`config.mk`:
```
export PLATFORM = sky130hd
export DESIGN_NAME = if_fetch_buf
export DESIGN_NICKNAME = d
export VERILOG_FILES = /design/src/rtl/if_fetch_buf.sv
export SDC_FILE = /design/constraint.sdc
export NUM_CORES = 1
export LEC_CHECK = 0
export ABC_AREA = 1
export BUFFER_PORTS_ARGS = -buffer_cell sky130_fd_sc_hd__buf_4
export CAP_MARGIN = 20
export CORE_MARGIN = 5
export CORE_UTILIZATION = 33
export DETAILED_ROUTE_END_ITERATION = 8
export HOLD_SLACK_MARGIN = 0.02
export PLACE_DENSITY = 0.62
export REMOVE_ABC_BUFFERS = 1
export SKIP_CTS_REPAIR_TIMING = 1
export SLEW_MARGIN = 10
export SYNTH_ARGS = -nofsm -noshare
export SYNTH_HDL_FRONTEND = slang
export SYNTH_SLANG_ARGS = --single-unit
```
`constraint.sdc`:
```
create_clock -name clk -period 1.5 [get_ports clk]
set_input_delay 0.15 -clock clk [delete_from_list [all_inputs] [get_ports clk]]
set_output_delay 0.15 -clock clk [all_outputs]
set_load 0.005 [all_outputs]
```
`src/rtl/if_fetch_buf.sv`:
```
// Instruction-fetch stage: issues one req/gnt/rvalid memory transaction at a time
// and queues {pc, instruction} pairs in a small FIFO for the decode stage.
module if_fetch_buf #(
    parameter int ADDR_W = 32,
    parameter int DATA_W = 32,
    parameter int DEPTH  = 2
) (
    input  logic              clk,
    input  logic              rst_n,
    input  logic [ADDR_W-1:0] pc_addr,
    input  logic              pc_valid,
    output logic              pc_ready,
    input  logic              flush,
    output logic              imem_req,
    output logic [ADDR_W-1:0] imem_addr,
    input  logic              imem_gnt,
    input  logic              imem_rvalid,
    input  logic [DATA_W-1:0] imem_rdata,
    output logic              inst_valid,
    input  logic              inst_ready,
    output logic [DATA_W-1:0] inst_data,
    output logic [ADDR_W-1:0] inst_pc
);
    localparam int PTR_W = $clog2(DEPTH);
    localparam int CNT_W = $clog2(DEPTH) + 1;

    typedef enum logic [1:0] {IDLE, REQ, WAIT, DROP} state_t;

    state_t            state;
    logic [CNT_W-1:0]  count;
    logic [PTR_W-1:0]  rd_ptr;
    logic [PTR_W-1:0]  wr_ptr;
    logic [ADDR_W-1:0] pc_mem   [DEPTH];
    logic [DATA_W-1:0] data_mem [DEPTH];
    logic              push;
    logic              pop;

    // Accepting only while IDLE with a free slot reserves space for the one in-flight fetch.
    assign pc_ready   = (state == IDLE) && pc_valid && (count < CNT_W'(DEPTH)) && !flush;
    assign push       = (state == WAIT) && imem_rvalid && !flush;
    assign inst_valid = (count != '0);
    assign pop        = inst_valid && inst_ready;
    assign inst_data  = data_mem[rd_ptr];
    assign inst_pc    = pc_mem[rd_ptr];

    always_ff @(posedge clk or negedge rst_n) begin
        if (!rst_n) begin
            state     <= IDLE;
            imem_req  <= 1'b0;
            imem_addr <= '0;
        end else begin
            case (state)
                IDLE: begin
                    if (pc_ready) begin
                        imem_addr <= pc_addr;
                        imem_req  <= 1'b1;
                        state     <= REQ;
                    end
                end
                REQ: begin
                    if (flush) begin
                        imem_req <= 1'b0;
                        state    <= imem_gnt ? DROP : IDLE;
                    end else if (imem_gnt) begin
                        imem_req <= 1'b0;
                        state    <= WAIT;
                    end
                end
                WAIT: begin
                    if (imem_rvalid) begin
                        state <= IDLE;
                    end else if (flush) begin
                        state <= DROP;
                    end
                end
                DROP: begin
                    if (imem_rvalid) begin
                        state <= IDLE;
                    end
                end
                default: begin
                    state    <= IDLE;
                    imem_req <= 1'b0;
                end
            endcase
        end
    end

    always_ff @(posedge clk or negedge rst_n) begin
        if (!rst_n) begin
            count  <= '0;
            rd_ptr <= '0;
            wr_ptr <= '0;
            for (int i = 0; i < DEPTH; i++) begin
                pc_mem[i]   <= '0;
                data_mem[i] <= '0;
            end
        end else if (flush) begin
            count  <= '0;
            rd_ptr <= '0;
            wr_ptr <= '0;
        end else begin
            if (push) begin
                pc_mem[wr_ptr]   <= imem_addr;
                data_mem[wr_ptr] <= imem_rdata;
                wr_ptr           <= wr_ptr + 1'b1;
            end
            if (pop) begin
                rd_ptr <= rd_ptr + 1'b1;
            end
            case ({push, pop})
                2'b10:   count <= count + 1'b1;
                2'b01:   count <= count - 1'b1;
                default: count <= count;
            endcase
        end
    end
endmodule

```
# Word-level counts from Yosys, hierarchy flattened
# Index checks and enable logic that the tools add are counted.
word_totals:
  ff_bits: 167
  input_bits: 71
  output_inout_bits: 99
  word_cells: 76
classes:
  n_addsub: 4
  order_cmp: 4
  eq_ne: 9
  n_mux: 28
  n_bitwise: 3
  n_reduce_logical: 18
ops:
  columns: ["op", "n"]
  rows:
  - ["$mux W32", 7]
  - ["$bwmux W64", 2]
  - ["$demux W32 S1", 1]
  - ["$mux W2", 8]
  - ["$pmux W2 S4", 1]
  - ["$reduce_bool A2 Y1", 4]
  - ["$logic_and A1 B1 Y1", 7]
  - ["$mux W1", 7]
  - ["$eq A2 B2 Y1 const B", 3]
  - ["$ne A3 B3 Y1 const B", 2]
  - ["$eq A2 B1 Y1 const B", 2]
  - ["$ge A2 B2 Y1 const B", 2]
  - ["$ne A2 B2 Y1 const B", 2]
  - ["$not A1 Y2", 2]
  - ["$pmux W2 S2", 1]
  - ["$reduce_and A2 Y1", 2]
  - ["$reduce_and A4 Y1", 1]
  - ["$reduce_and A3 Y1", 1]
  - ["$reduce_bool A3 Y1", 1]
  - ["$add A1 B1 Y1 const B", 2]
  - ["$add A2 B1 Y2 const B", 1]
  - ["$logic_not A2 Y1", 1]
  - ["$lt A2 B1 Y1 const B", 1]
  - ["$lt A2 B2 Y1 const B", 1]
  - ["4 further kinds", 4]

# Longest topological paths before layout
logic_depth:
  ltp_word: 6
  depth_mapped: 8
  ltp_nobuf: 8

# Least setup slack after synthesis
# Ideal clock, no wire load.
synth_path:
  path_kind: "register -> register"
  from: "reg state[0]"
  to: "reg imem_addr[5]"
  setup_ns: 0.126
  arrival_time_ns: 1.167
  t_required_ns: 1.374
  slack_ns: 0.207
  stages_incl_launch_ff: 8
  path_buffers: 3
  synth_period_minus_slack_ns: 1.293
  cell_sequence: "dfrtp_1 -> buf_2 -> nor2_1 -> nand4_1 -> inv_1 -> buf_4 -> buf_2 -> o21ai_0"
synth_between:
  elab_chain_cells: 5
synth_rtl:
  columns: ["item", "line_no", "text"]
  rows:
  - ["from (decl)", "29", "state_t state;"]
  - ["from (signal assigned)", "63", "state <= imem_gnt ? DROP : IDLE;"]
  - ["$logic_not A2 Y1 (*)", "39, 52", null]
  - ["$logic_and A1 B1 Y1 (3 in series)", "39", "assign pc_ready = (state == IDLE) && pc_valid && (count < CNT_W'(DEPTH)) && !flush;"]
  - ["$reduce_and A2 Y1 (no line) (*)", null, null]
  - ["to (signal assigned)", "55", "imem_addr <= pc_addr;"]
  - ["to (decl)", "15", "output logic [ADDR_W-1:0] imem_addr,"]
# Mark *: on every way between the ends. The rest lies on a longest branch, timed or not.
# A chain may end at the register's enable or synchronous reset.

# Final worst setup path
layout_path:
  from: "reg rd_ptr"
  to: "out inst_data[14]"
layout_between:
  elab_chain_cells: 4
layout_rtl:
  columns: ["item", "line_no", "text"]
  rows:
  - ["from (decl)", "31", "logic [PTR_W-1:0] rd_ptr;"]
  - ["from (signal assigned)", "109", "rd_ptr <= rd_ptr + 1'b1;"]
  - ["$not A1 Y2 (implied by the code)", "43", "assign inst_data = data_mem[rd_ptr];"]
  - ["$mux W32 (implied by the code) (3 in series)", "43", null]
  - ["to (decl)", "21", "output logic [DATA_W-1:0] inst_data,"]
# No other way between the ends. The select of a mux whose other input is x is not followed.

==> flow_summary.toml <==
[drt]
wl_per_cell_um = 13.2
dr.pass1.iters = 5
totalWireLength_um = 17900
dr.first_iter.drc_count = 343
drc = 0
postRouteAntennaNets = 0
vias = 6003
via_per_inst = 4.42

[timing]
finalCriticalPeriod_ns = 1.63
rsz0062_at_grt = "yes"
setup_violations = 65
hold_slack_ns = 0.0108
fmax_mhz = 615
hold_viol = 0
slew-limit-headroom_pct = 77.2
fin_skew_ns = 0.00800
fin_tns_setup_ns = -5.46
drv_slew = 0
worstMarginPinSlew_ns = 0.341
post-route-period-util_pct = 108
setup_slack_ns = -0.126

[synthesis]
yosys.area_share.simple_pct = 21.3
synthCells = 855
yosysWarnings = 0
yosys_register_bits = 167
synth-adder-area-share_pct = 0
ys_seq_area_share_pct = 59.1
synth_top_family_by_area = "simple AND/OR/NAND/NOR gates"
muxShareOfSynthArea_pct = 0
synth_cell_type_count = 20
synth.avg_cell_area_um2 = 8.27
synth-compound-area-share_pct = 12.0
synth-xor-area-share_pct = 0
syn_area_um2 = 7070

[clock_tree]
clk_pin_slew_ns = 0.07
htreeDepth = 4
cts_buffers = 17
cts_buffer_depth = 2
clock_latency_ns = 0.41
cts_tree = "done"
root_buffer = "clkbuf_16"
clock_sinks = 167

[placed_design]
gp_congestion = 0.742
hpwl_um = 11400
port_buffers = 169
post-place-ws_ns = 0.161

[power]
clockPowerShare_pct = 25.4
comb_power_share_pct = 35.3
p_leak_uw = 0.00524
power_density_nw_per_um2 = 1850
p_seq_share_pct = 39.4
cellInternalPower_uw = 12600
p_sw_uw = 5970
sw_frac_of_total_pct = 32.2
ir_drop_mv = 0.822
power_uw = 18600

[global_route]
grt_max_degree = 65
grt_first_pass_wirelength_um = 28300
overflow = 0
grt_pass1_vias = 5772
antenna_found_initial = 0
grt_usage_pct = 14.2

[finish]
nets = 1142
antenna_cells = 0
utilization_pct = 47.6
fillers = 2053
drive_gt1_share_pct = 22.2
syn2layout_area_growth_pct = 41.9

[worst_hold_path]
holdPathStages = 3
min_path_type = "in2reg"
whs_endpoint = "data_mem[24]$_DFFE_PN0P_"
hold_path_startpoint = "imem_rdata[24]"

[setup_path]
worst_ep_required_time_ns = 1.35
worst_r2r_path_depth = 7
critPathBufInv = 3
arrival_ns = 1.48
crit_slowest_cell = "dfrtp_2"
timing.critical_path.fanout_max = 26
critPathKind = "reg2out"
r2r_end = "data_mem[60]$_DFFE_PN0P_"
max_stage_delay_ns = 0.45
cp_top_family = "flip-flops"
r2r_start = "state[1]$_DFFE_PN0P_"
rrSetupSlack_ns = 0.08
crit_chain = "buf_4 > buf_12 > nand2_1 > nand2_1 > buf_4"
worst_setup_path_end_kind = "output pin"
worstSetupStartpointType = "flop"

[floorplanning]
rows = 53
io-pin-count = 170
fp.dieArea_um2 = 24400
fp.dieW_um = 156
die-height_um = 156
core_um2 = 21100
start_util_pct = 33.5

[status]
status = "complete, but fails checks"
violations = "negative setup slack"

[flow_run]
maxCapViolCount = 0
final cells by class:
class / count / area (um^2) / area share [%]
flip-flops and latches: 167 / 4180 / 41.7
multi-input cells: 561 / 2390 / 23.8
repair buffers: 246 / 2180 / 21.7
clock buffers: 22 / 474 / 4.73
well taps: 275 / 344 / 3.43
inverters: 78 / 298 / 2.97
clock inverters: 10 / 166 / 1.66
worst max path at each step:
stage	to	depth (start not counted)	from
after global placement	pc_ready	5	state[0]$_DFFE_PN0P_
after detailed placement	pc_mem[48]$_DFFE_PN0P_	6	state[1]$_DFFE_PN0P_
after floorplan	data_mem[0]$_DFFE_PN0P_	3	state[0]$_DFFE_PN0P_
after CTS	pc_ready	5	state[0]$_DFFE_PN0P_
after global routing	inst_pc[5]	5	rd_ptr$_DFFE_PN0P_
final	inst_data[14]	5	rd_ptr$_DFFE_PN0P_
kinds of logic (layout without fill, tap and decap cells):
group           count (synthesis)  count (layout)
compound gates                169             169
simple gates                  392             392
flops                         167             167
buf+inv                       127             356
metal layers:
metal	part of all wire (%)	wire [um]	track usage, %	vias up
li1	-	-	-	3081
met1	46	8330	19.4	2765
met2	46	8310	21.9	139
met3	6.1	1090	4.20	18
met4	1.2	210	4.09	0
met5	0	0	0	-
worst min-delay path, stage by stage:
cell,delay [ns]
buf_4,0.11
inv_1,0.06
o21ai_1,0.07
synth_stat cells:
master / count / area (um^2)
a21oi_1: 3 / 15.0
nand2_1: 374 / 1400
nor2_4: 1 / 11.3
o21ai_0: 106 / 531
nand3_1: 6 / 30.0
inv_1: 76 / 285
o211ai_1: 1 / 7.51
nand3_2: 1 / 10.0
buf_1: 4 / 15.0
nand4_1: 3 / 18.8
buf_2: 28 / 140
o21ai_1: 59 / 295
nor2_1: 5 / 18.8
dfrtp_1: 167 / 4180
nand2_2: 1 / 6.26
buf_6: 1 / 11.3
clkbuf_1: 11 / 41.3
inv_2: 2 / 7.51
nor3_1: 1 / 5.00
buf_4: 5 / 37.5
per-stage QoR:
| stage | cell area (um^2) | instances |
|---|---|---|
| 2_1_floorplan | 6820 | 806 |
| 3_3_place_gp | 8720 | 1268 |
| 3_5_place_dp | 8720 | 1268 |
| 4_1_cts | 9360 | 1300 |
| 5_1_grt | 10000 | 1359 |
| 6_report | 10000 | 1359 |
power groups by stage:
stage                     clock network [uW]  logic [uW]  registers, uW
after global placement                     0        6210           7330
after detailed placement                   0        6310           7370
after CTS                               4840        6340           7310
after floorplan                            0        2810           7320
after global routing                    5030        7490           7560
final                                   4710        6550           7310
registers in the layout, summed over array words and instances, names as in the netlist:
| signal | count |
|---|---|
| rd_ptr | 1 |
| count | 2 |
| pc_mem | 64 |
| imem_addr | 32 |
| state | 2 |
| wr_ptr | 1 |
| imem_req | 1 |
| data_mem | 64 |
cells in the final DEF (no fill, tap or decap), drive strengths merged:
cell,instances
buf,192
nor3,1
a21oi,3
clkbuf,25
dlygate4sd3,51
inv,79
bufinv,4
clkinvlp,2
o21ai,165
nand4,3
o211ai,1
nand2,375
clkinv,3
nor2,6
nand3,7
dfrtp,167
(Power assumes the default switching activity.)
